<file path="src/rtl/cla_share_arb_pkg.sv">
`default_nettype none
// ============================================================================
//  Module   : cla_share_arb_pkg
//  Purpose  : Shared types and helpers for the cla_share_arb arbiter slice:
//             tag record carried alongside each in-flight add, index-width
//             and modulo-wrap helpers used by the picker and the top.
//  Revision : 1.0 - initial release
// ============================================================================
package cla_share_arb_pkg;

    // Largest requester count the arbiter supports. Tags are sized for it so
    // the record layout does not change with NREQ.
    localparam int MAX_NREQ  = 8;
    localparam int TAG_IDX_W = $clog2(MAX_NREQ);

    // One tag pipeline stage: does this slot hold a live add, and whose is it.
    typedef struct packed {
        logic                 valid;
        logic [TAG_IDX_W-1:0] idx;
    } tag_t;

    // Width of a requester index; never less than one bit.
    function automatic int idx_width(input int n);
        return (n > 1) ? $clog2(n) : 1;
    endfunction

    // (a + b) mod n for a, b already in [0, n). Avoids a general divider.
    function automatic int wrap_add(input int a, input int b, input int n);
        return (a + b >= n) ? (a + b - n) : (a + b);
    endfunction

endpackage : cla_share_arb_pkg
`default_nettype wire

</file>
<file path="src/rtl/cla_clk.sv">
`default_nettype none
// ============================================================================
//  Module   : cla_clk
//  Purpose  : Registered carry-lookahead adder. Operands are captured on one
//             edge, the sum is registered on the next (two-stage latency).
//             Built from 4-bit lookahead groups; WIDTH must be a multiple of 4.
//             No reset: outputs are qualified by the caller.
//  Revision : 1.0 - initial release
// ============================================================================
module cla_clk #(
    parameter int WIDTH = 32
) (
    input  logic             clk,
    input  logic [WIDTH-1:0] i_a,
    input  logic [WIDTH-1:0] i_b,
    input  logic             i_ci,
    output logic [WIDTH-1:0] o_s,
    output logic             o_co
);

    localparam int NG = WIDTH / 4;

    logic [WIDTH-1:0] r_a_q;
    logic [WIDTH-1:0] r_b_q;
    logic             r_ci_q;

    logic [WIDTH-1:0] w_g;
    logic [WIDTH-1:0] w_p;
    logic [NG-1:0]    w_gg;
    logic [NG-1:0]    w_pg;
    logic [WIDTH:0]   w_c;
    logic [WIDTH-1:0] w_s_d;
    logic             w_co_d;

    logic [WIDTH-1:0] r_s_q;
    logic             r_co_q;

    // Stage 1: capture operands.
    always_ff @(posedge clk) begin
        r_a_q  <= i_a;
        r_b_q  <= i_b;
        r_ci_q <= i_ci;
    end

    assign w_g = r_a_q & r_b_q;
    assign w_p = r_a_q ^ r_b_q;

    // Group generate/propagate for each 4-bit slice.
    for (genvar k = 0; k < NG; k++) begin : g_grp
        assign w_gg[k] = w_g[4*k+3]
                       | (w_p[4*k+3] & w_g[4*k+2])
                       | (w_p[4*k+3] & w_p[4*k+2] & w_g[4*k+1])
                       | (w_p[4*k+3] & w_p[4*k+2] & w_p[4*k+1] & w_g[4*k]);
        assign w_pg[k] = &w_p[4*k +: 4];
    end

    // Lookahead carries inside each group; group carry-out from G/P.
    always_comb begin
        w_c    = '0;
        w_c[0] = r_ci_q;
        for (int k = 0; k < NG; k++) begin
            w_c[4*k+1] = w_g[4*k]
                       | (w_p[4*k] & w_c[4*k]);
            w_c[4*k+2] = w_g[4*k+1]
                       | (w_p[4*k+1] & w_g[4*k])
                       | (w_p[4*k+1] & w_p[4*k] & w_c[4*k]);
            w_c[4*k+3] = w_g[4*k+2]
                       | (w_p[4*k+2] & w_g[4*k+1])
                       | (w_p[4*k+2] & w_p[4*k+1] & w_g[4*k])
                       | (w_p[4*k+2] & w_p[4*k+1] & w_p[4*k] & w_c[4*k]);
            w_c[4*k+4] = w_gg[k] | (w_pg[k] & w_c[4*k]);
        end
    end

    assign w_s_d  = w_p ^ w_c[WIDTH-1:0];
    assign w_co_d = w_c[WIDTH];

    // Stage 2: register the sum and carry-out.
    always_ff @(posedge clk) begin
        r_s_q  <= w_s_d;
        r_co_q <= w_co_d;
    end

    assign o_s  = r_s_q;
    assign o_co = r_co_q;

endmodule : cla_clk
`default_nettype wire

</file>
<file path="src/rtl/cla_share_arb_rr_pick.sv">
`default_nettype none
// ============================================================================
//  Module   : rr_pick
//  Purpose  : Combinational round-robin picker. Rotates the request vector so
//             the priority pointer lands on bit 0, takes the lowest set bit,
//             and rotates the result back to an absolute requester index.
//  Revision : 1.0 - initial release
// ============================================================================
module rr_pick
    import cla_share_arb_pkg::*;
#(
    parameter int NREQ  = 4,
    parameter int IDX_W = 2
) (
    input  logic [NREQ-1:0]  i_req,
    input  logic [IDX_W-1:0] i_ptr,
    output logic [NREQ-1:0]  o_grant,
    output logic [IDX_W-1:0] o_idx,
    output logic             o_any
);

    logic [NREQ-1:0] w_rot;
    int              w_off;

    // Rotate right by ptr: w_rot[i] is requester (ptr + i) mod NREQ.
    always_comb begin
        w_rot = '0;
        for (int i = 0; i < NREQ; i++) begin
            w_rot[i] = i_req[IDX_W'(wrap_add(i, int'(i_ptr), NREQ))];
        end
    end

    // Lowest set bit of the rotated vector is the winner's offset from ptr.
    always_comb begin
        o_any = 1'b0;
        w_off = 0;
        for (int i = 0; i < NREQ; i++) begin
            if (!o_any && w_rot[i]) begin
                o_any = 1'b1;
                w_off = i;
            end
        end
    end

    // Rotate back to an absolute index and form the one-hot grant.
    always_comb begin
        o_idx   = IDX_W'(wrap_add(w_off, int'(i_ptr), NREQ));
        o_grant = o_any ? (NREQ'(1) << o_idx) : '0;
    end

endmodule : rr_pick
`default_nettype wire

</file>
<file path="src/rtl/cla_share_arb.sv">
`default_nettype none
// ============================================================================
//  Module   : cla_share_arb
//  Purpose  : Round-robin time-sharing of one registered CLA adder between
//             NREQ requesters. One grant per cycle; a tag pipeline matching
//             the adder latency routes each sum back with a one-hot strobe.
//  Revision : 1.0 - initial release
// ============================================================================
module cla_share_arb
    import cla_share_arb_pkg::*;
#(
    parameter int NREQ  = 4,
    parameter int WIDTH = 32,
    parameter int LAT   = 2
) (
    input  logic                  clock,
    input  logic                  reset,
    input  logic [NREQ-1:0]       req_valid,
    output logic [NREQ-1:0]       req_ready,
    input  logic [NREQ*WIDTH-1:0] req_a,
    input  logic [NREQ*WIDTH-1:0] req_b,
    input  logic [NREQ-1:0]       req_ci,
    output logic [NREQ-1:0]       rsp_valid,
    output logic [WIDTH-1:0]      rsp_s,
    output logic                  rsp_co,
    output logic                  busy
);

    localparam int IDX_W = idx_width(NREQ);

    logic [IDX_W-1:0] r_ptr_q;
    logic [IDX_W-1:0] w_ptr_d;
    tag_t             r_tag_q [LAT];
    tag_t             w_tag_d [LAT];

    logic [NREQ-1:0]  w_pick_grant;
    logic [IDX_W-1:0] w_pick_idx;
    logic             w_pick_any;
    logic [NREQ-1:0]  w_gnt;
    logic             w_xfer;

    logic [WIDTH-1:0] w_a;
    logic [WIDTH-1:0] w_b;
    logic             w_ci;

    rr_pick #(
        .NREQ  (NREQ),
        .IDX_W (IDX_W)
    ) u_pick (
        .i_req   (req_valid),
        .i_ptr   (r_ptr_q),
        .o_grant (w_pick_grant),
        .o_idx   (w_pick_idx),
        .o_any   (w_pick_any)
    );

    // Grants are suppressed during reset so nothing enters the pipeline.
    always_comb begin
        w_gnt  = reset ? '0 : w_pick_grant;
        w_xfer = w_pick_any & ~reset;
    end

    assign req_ready = w_gnt;

    // AND-OR operand mux on the one-hot grant; all zeros when idle.
    always_comb begin
        w_a  = '0;
        w_b  = '0;
        w_ci = 1'b0;
        for (int i = 0; i < NREQ; i++) begin
            w_a  = w_a | (req_a[i*WIDTH +: WIDTH] & {WIDTH{w_gnt[i]}});
            w_b  = w_b | (req_b[i*WIDTH +: WIDTH] & {WIDTH{w_gnt[i]}});
            w_ci = w_ci | (req_ci[i] & w_gnt[i]);
        end
    end

    // Next priority pointer: one past the winner on a transfer, else hold.
    always_comb begin
        w_ptr_d = r_ptr_q;
        if (w_xfer) begin
            w_ptr_d = IDX_W'(wrap_add(int'(w_pick_idx), 1, NREQ));
        end
    end

    // Next tag pipeline: stage 0 records this cycle's transfer, the rest shift.
    always_comb begin
        w_tag_d[0] = {w_xfer, TAG_IDX_W'(w_pick_idx)};
        for (int k = 1; k < LAT; k++) begin
            w_tag_d[k] = r_tag_q[k-1];
        end
    end

    // Control state; reset discards every in-flight tag.
    always_ff @(posedge clock) begin
        if (reset) begin
            r_ptr_q <= '0;
            for (int k = 0; k < LAT; k++) begin
                r_tag_q[k] <= '0;
            end
        end else begin
            r_ptr_q <= w_ptr_d;
            for (int k = 0; k < LAT; k++) begin
                r_tag_q[k] <= w_tag_d[k];
            end
        end
    end

    // Shared adder; LAT must equal its operand-to-sum register depth.
    cla_clk #(
        .WIDTH (WIDTH)
    ) u_cla (
        .clk  (clock),
        .i_a  (w_a),
        .i_b  (w_b),
        .i_ci (w_ci),
        .o_s  (rsp_s),
        .o_co (rsp_co)
    );

    // Decode the oldest tag into the one-hot response strobe.
    always_comb begin
        rsp_valid = '0;
        for (int i = 0; i < NREQ; i++) begin
            rsp_valid[i] = r_tag_q[LAT-1].valid
                         && (r_tag_q[LAT-1].idx == TAG_IDX_W'(i));
        end
    end

    // Busy while any stage holds a live add.
    always_comb begin
        busy = 1'b0;
        for (int k = 0; k < LAT; k++) begin
            busy = busy | r_tag_q[k].valid;
        end
    end

endmodule : cla_share_arb
`default_nettype wire

</file>
<file path="config.mk">
export PLATFORM = sky130hd
export DESIGN_NAME = cla_share_arb
export DESIGN_NICKNAME = d
export VERILOG_FILES = /design/src/rtl/cla_share_arb_pkg.sv /design/src/rtl/cla_clk.sv /design/src/rtl/cla_share_arb_rr_pick.sv /design/src/rtl/cla_share_arb.sv
export SDC_FILE = /design/constraint.sdc
export NUM_CORES = 1
export LEC_CHECK = 0
export BUFFER_PORTS_ARGS = -buffer_cell sky130_fd_sc_hd__buf_2
export CELL_PAD_IN_SITES_DETAIL_PLACEMENT = 0
export CELL_PAD_IN_SITES_GLOBAL_PLACEMENT = 1
export CORE_MARGIN = 1.5
export CORE_UTILIZATION = 31
export CTS_CLUSTER_SIZE = 24
export DETAILED_ROUTE_END_ITERATION = 10
export PLACE_DENSITY_LB_ADDON = 0.05
export SETUP_SLACK_MARGIN = 0.05
export SYNTH_ARGS = -nofsm -noshare
export SYNTH_HDL_FRONTEND = slang
export SYNTH_SLANG_ARGS = --single-unit
</file>
<file path="constraint.sdc">
create_clock -name clock -period 4.1 [get_ports clock]
set_input_delay 0.41 -clock clock [delete_from_list [all_inputs] [get_ports clock]]
set_output_delay 0.41 -clock clock [all_outputs]
set_load 0.02 [all_outputs]
</file>
Word level (Yosys, flattened, before mapping) --
Memory sizes are Yosys's and may differ from the RTL's. Index checks and enable logic that the tools add are counted.
Word-level totals: flip-flop bits (word level) 100, memory bits (writable) 8, word-level logic and storage cells 312, memories 1
Memories:
- r_tag_q | depth 2, width 4, read ports 2, clocked after memory_dff 0, write ports 2, RTL line cla_share_arb.sv:33 | tag_t r_tag_q [LAT];
Operators by class: add/subtract/negate cells 11, magnitude comparators 10, eq/ne operators 3, shift operators 1, mux-type cells 32, bitwise operators 229, reductions and logical operators 19
Operators by type and width (number):
- $and 32x32->32 | 9
- $or 32x32->32 | 6
- $and 1x1->1 | 125
- $or 1x1->1 | 86
- $xor 32x32->32 | 2
- $reduce_and 4->1 | 8
- $lt 2x4->1 const B | 4
- $mux 1 | 16
- $mux 2 | 8
- $mux 4 | 4
- $ge 3x3->1 const B | 5
- $sub 2x1->2 const B | 6
- $bmux 1 s2 | 4
- $logic_and 1x1->1 | 7
- $add 2x2->3 const A | 2
- $eq 3x2->1 const B | 2
- $shl 1x2->4 const A | 1
- $add 1x2->3 const A | 1
- $add 2x1->3 const B | 1
- $add 2x2->3 | 1
- $eq 3x1->1 const B | 1
- $ge 2x3->1 const B | 1
- $logic_not 1->1 | 3
- $logic_not 3->1 | 1
- $not 1->1 | 1

Depth between registers and ports, before layout --
depth in word-level cells 25, gate-level depth with buffers 16, depth with buffers taken out 13

By module --
Synthesis repeated with hierarchy kept, for this count alone.
Unflattened totals: cells, all modules 550, area total of the unflattened synthesis 5351.4 µm²
Modules (own cells, without submodules):
- cla_clk | times used 1, cells each 249, area an instance 3258.1 µm², sequential area each 1961.9 µm²
- cla_share_arb | times used 1, cells each 261, area an instance 1815.5 µm², sequential area each 160.2 µm²
- rr_pick | times used 1, cells each 40, area an instance 277.8 µm², sequential area each 0.0 µm²

Worst setup path before layout --
Ideal clock, no wire load.
kind register to output, start reg r_ptr_q[0], end out req_ready[1], data arrival time 2.828 ns, required time 3.690 ns, path slack 0.862 ns, stages on the path, launching flop included 13, buffers on the path 3, cell sequence dfxtp_1 clkbuf_1 nor2_1 a221oi_1 a21oi_1 a211o_1 ha_1 xor2_1 xnor2_1 ha_1 and2_1 clkbuf_1 clkbuf_1
On the way: longest elaborated chain between the ends 21, elaborated cells between the ends (all ways) 47
Ends and longest elaborated chain:
- start: declaration | RTL line cla_share_arb.sv:31 | logic [IDX_W-1:0] r_ptr_q;
- start signal: assignment | RTL line cla_share_arb.sv:101 | r_ptr_q <= w_ptr_d;
- branches (longest 19 deep; another with $add 1x2->3)
- $mux 4 * | RTL line cla_share_arb_rr_pick.sv:48 | o_grant = o_any ? (NREQ'(1) << o_idx) : '0;
- $mux 4 * | RTL line cla_share_arb.sv:59 | w_gnt = reset ? '0 : w_pick_grant;
- end: declaration | RTL line cla_share_arb.sv:19 | output logic [NREQ-1:0] req_ready,
Every way passes the cells marked *. The select of a mux whose other input is x is not followed.

Final worst setup path --
start reg r_ptr_q[0], end out req_ready[0]
Same word-level chain as after synthesis.

==> impl_metrics.csv <==
group,metric,value,unit
critical_path,crit_path_max_fanout,25,
logic_synthesis,post_synth_main_area_contributors,"dfxtp_1 42%, a22oi_1 19%, ha_1 9.1%",
logic_synthesis,synthDistinctLibCells,43,
critical_path,crit_slowest_cell,"dfxtp_1",
sta,setup_viol_count_final,0,
clocking,post-cts-setup-buffers,0,
critical_path,required,3.69,ns
detailed_routing,violation_count_after_the_first_detailed_route_iteration,182,
sta,setup-tns-final,0,ns
power_and_ir_drop,total_leakage_power,0.00379,uW
critical_path,worst-setup-path-type,"register to primary output",
final_layout,design.final.nets,1147,
logic_synthesis,post_synth_inst_count,541,
logic_synthesis,syn_avg_cell_area,9.45,sq um
clocking,clock_path_buffers,2,
critical_path,worstRegToRegCells,13,
critical_path,rr_endpoint,"u_cla.r_a_q[5]$_DFF_P_",
sta,hold_ws,0.269,ns
power_and_ir_drop,finalPower,5560,uW
job,maxCapViolCount,0,
final_layout,final-seq-area,2120,sq um
die,fp.dieW,131,um
die,rows,46,
logic_synthesis,synth.largest_area_cell,"dfxtp_1",
detailed_routing,post_drt_via_cell_ratio,4.90,
die,initial_cell_density_of_the_core,32.0,%
critical_path,worstSetupStartpointType,"register",
clocking,postCtsResizedCells,0,
critical_path,critPathBufInv,1,
min_path,timing.hold.worst_path_depth,3,
final_layout,area_delta_synth_final,41.4,%
critical_path,timing.critical_path.max_delay_family,"compound AO/OA/AOI/OAI gates",
sta,final_min_period_over_clock_period,89.8,%
critical_path,crit_path_end_kind,"primary output",
detailed_routing,drt.antenna.violating_nets,0,
global_route,grt_start_max_net_pins,43,
logic_synthesis,postSynth.topFlopCell,"dfxtp_1",
global_route,track_usage,19.5,%
final_layout,cell_count_final_fillers_out,1057,
logic_synthesis,ys_ff_latch,106,
critical_path,cp.arrival,3.27,ns
sta,achievable-frequency,271,MHz
clocking,cts_made_buffers,9,
min_path,worstHoldEndpoint,"u_cla.r_b_q[15]$_DFF_P_",
global_route,first_global_vias,5235,
detailed_routing,dr_total_vias,5178,
detailed_routing,drt_drc_violations_left,0,
final_layout,final_layout_size_suffix_gt1_share,40.1,%
global_route,gr-total-overflow,0,
sta,rsz0062_at_grt,"false",
logic_synthesis,synth-seq-area-share,41.5,%
die,die_span_in_y,131,um
die,floorplan.die_area,17300,sq um
clocking,clk_transition_reported_paths,0.07,ns
critical_path,worstPathCellList,"nor2_1 -> a221oi_1 -> a21oi_1 -> a211o_1 -> ha_1 -> xor2_1 -> xnor2_1 -> ha_1 -> and2_2 -> buf_2",
placed_design,placed_cells_incl_taps,1041,
clocking,cts.sink_count,106,
run_status,run_status,"finished clean",
sta,report.final.slew_viol_count,0,
logic_synthesis,synth-warning-count,0,
clocking,clock_latency,0.35,ns
global_route,wire_length_of_the_first_global_routing_pass,26700,um
placed_design,dp.final_hpwl,13700,um
clocking,htreeDepth,3,
placed_design,place.gp.congestion,0.933,
min_path,worstHoldStart,"req_b[111]",
sta,finalWorstSetupSlack,0.417,ns
sta,skew,0.00630,ns
detailed_routing,drt_pass1_iterations,5,
critical_path,worst_flop_to_flop_path_startpoint,"r_ptr_q[0]$_SDFFE_PP0P_",
placed_design,port_buffers,307,
die,io_pins,308,
logic_synthesis,yosys.cell_count.top_type,"a22oi_1",
logic_synthesis,synth.top_cell.area_share,41.5,%
min_path,min_path_type,"primary input to register",
logic_synthesis,synth.net_count,852,
clocking,clk_root_buffer_cell,"clkbuf_16",
clocking,tritoncts,"done",
detailed_routing,routed_wirelength,16900,um
power_and_ir_drop,power-per-cell-area,769,nW/um^2
logic_synthesis,synth-async-reset-ratio,0,%
critical_path,cp_slowest_stage_delay,0.54,ns
logic_synthesis,synth_commonest_cells,"130 x a22oi_1, 106 x dfxtp_1, 77 x nand2_1",
sta,worst_slew_margin_rel,60.3,%
final_layout,num_antenna_cells,0,
sta,period_minus_slack,3.68,ns
final_layout,fillers,1641,
sta,tightestPinTransition,0.595,ns
sta,final-hold-violation-count,0,
critical_path,cpMostUsedCell,"ha_1",
detailed_routing,avgRoutedWirePerCell,16.0,um
power_and_ir_drop,highest_ir_drop_seen_on_vdd,0.326,mV
global_route,grt_antenna_before_repair,0,
placed_design,preCtsSetupSlack,0.724,ns
logic_synthesis,synth_edf_count,0,
die,core_region_area,16000,sq um
final_layout,multi_input_comb_area,2850,sq um
logic_synthesis,post_synth_instance_area,5110,sq um
clocking,cts_hold_repair.buffers,0,
critical_path,reg2reg_setup_slack,0.71,ns
[final cells by class]
type                            instances  area share [%]
Clock inverter                          5            1.38
Inverter                                8           0.415
Clock buffer                           11            3.50
Timing Repair Buffer                  314            22.2
Sequential cell                       106            29.4
Tap cell                              216            3.74
Multi-Input combinational cell        397            39.5
[state kept, by name, indices dropped and copies added, names as in the netlist]
name / flops
u_cla.r_b_q: 32
u_cla.r_ci_q: 1
r_tag_q: 6
u_cla.o_s: 32
u_cla.r_a_q: 32
u_cla.o_co: 1
r_ptr_q: 2
[metrics by stage]
step	utilization (%)	cell area, sq um
after global placement	43.0	6880
after global routing	45.2	7230
final	45.2	7230
after floorplan	-	5110
after detailed placement	43.0	6880
after CTS	45.2	7230
[routing by layer]
metal / part of all wire, % / track usage, %
met1: 42 / 23.2
met2: 48 / 33.1
met3: 7.5 / 4.94
met4: 2.9 / 8.77
met5: 0 / 0
[cell usage in the layout, fill, tap and decap left out, types with 3 or more instances in the layout]
| cell type | instances |
|---|---|
| nor3_1 | 4 |
| o21a_1 | 3 |
| buf_2 | 307 |
| and3_1 | 3 |
| xor2_1 | 10 |
| a22oi_1 | 130 |
| and2_2 | 4 |
| nand2_1 | 77 |
| inv_1 | 8 |
| bufinv_16 | 3 |
| o21ai_1 | 3 |
| fa_1 | 8 |
| a211oi_1 | 4 |
| nand4_1 | 5 |
| xnor2_1 | 14 |
| o21ai_0 | 3 |
| dfxtp_1 | 106 |
| a21oi_1 | 18 |
| a31oi_1 | 5 |
| and4_1 | 3 |
| a21o_1 | 12 |
| clkbuf_16 | 9 |
| nor2_1 | 20 |
| ha_1 | 37 |
| buf_4 | 6 |
| nor2b_1 | 7 |
[power breakdown]
part | switching (uW) | internal (uW) | leakage, uW
Combinational | 1730 | 1130 | 0.00273
Clock | 367 | 628 | 0.000176
Sequential | 200 | 1500 | 0.000883
[how the worst max path moves through the flow]
stage | start | depth (start not counted) | endpoint | slack [ns]
final | r_ptr_q[0]$_SDFFE_PP0P_ | 10 | req_ready[0] | 0.42
after detailed placement | req_valid[0] | 14 | u_cla.r_a_q[12]$_DFF_P_ | 0.72
after CTS | r_ptr_q[0]$_SDFFE_PP0P_ | 10 | req_ready[0] | 0.39
after global placement | req_valid[0] | 11 | req_ready[0] | 0.85
after floorplan | r_ptr_q[0]$_SDFFE_PP0P_ | 12 | req_ready[1] | 0.86
after global routing | r_ptr_q[0]$_SDFFE_PP0P_ | 10 | req_ready[0] | 0.08
[kinds of logic (layout without fill, tap and decap cells)]
family,after synthesis,in the layout,share of synthesized area (%)
buffers and inverters,38,338,2.79
xor gates and xnor gates,24,24,4.11
adders and majority gates,45,45,12.2
and+or+nand+nor,134,134,11.7
DFF,106,106,41.5
AOI/OAI and AO/OA,194,194,27.7
[worst min-delay path: stages]
cell and delay (ns):
buf_2 0.08, a22oi_1 0.05, nand2_1 0.05
No activity file was read; power rests on OpenSTA's default activity.
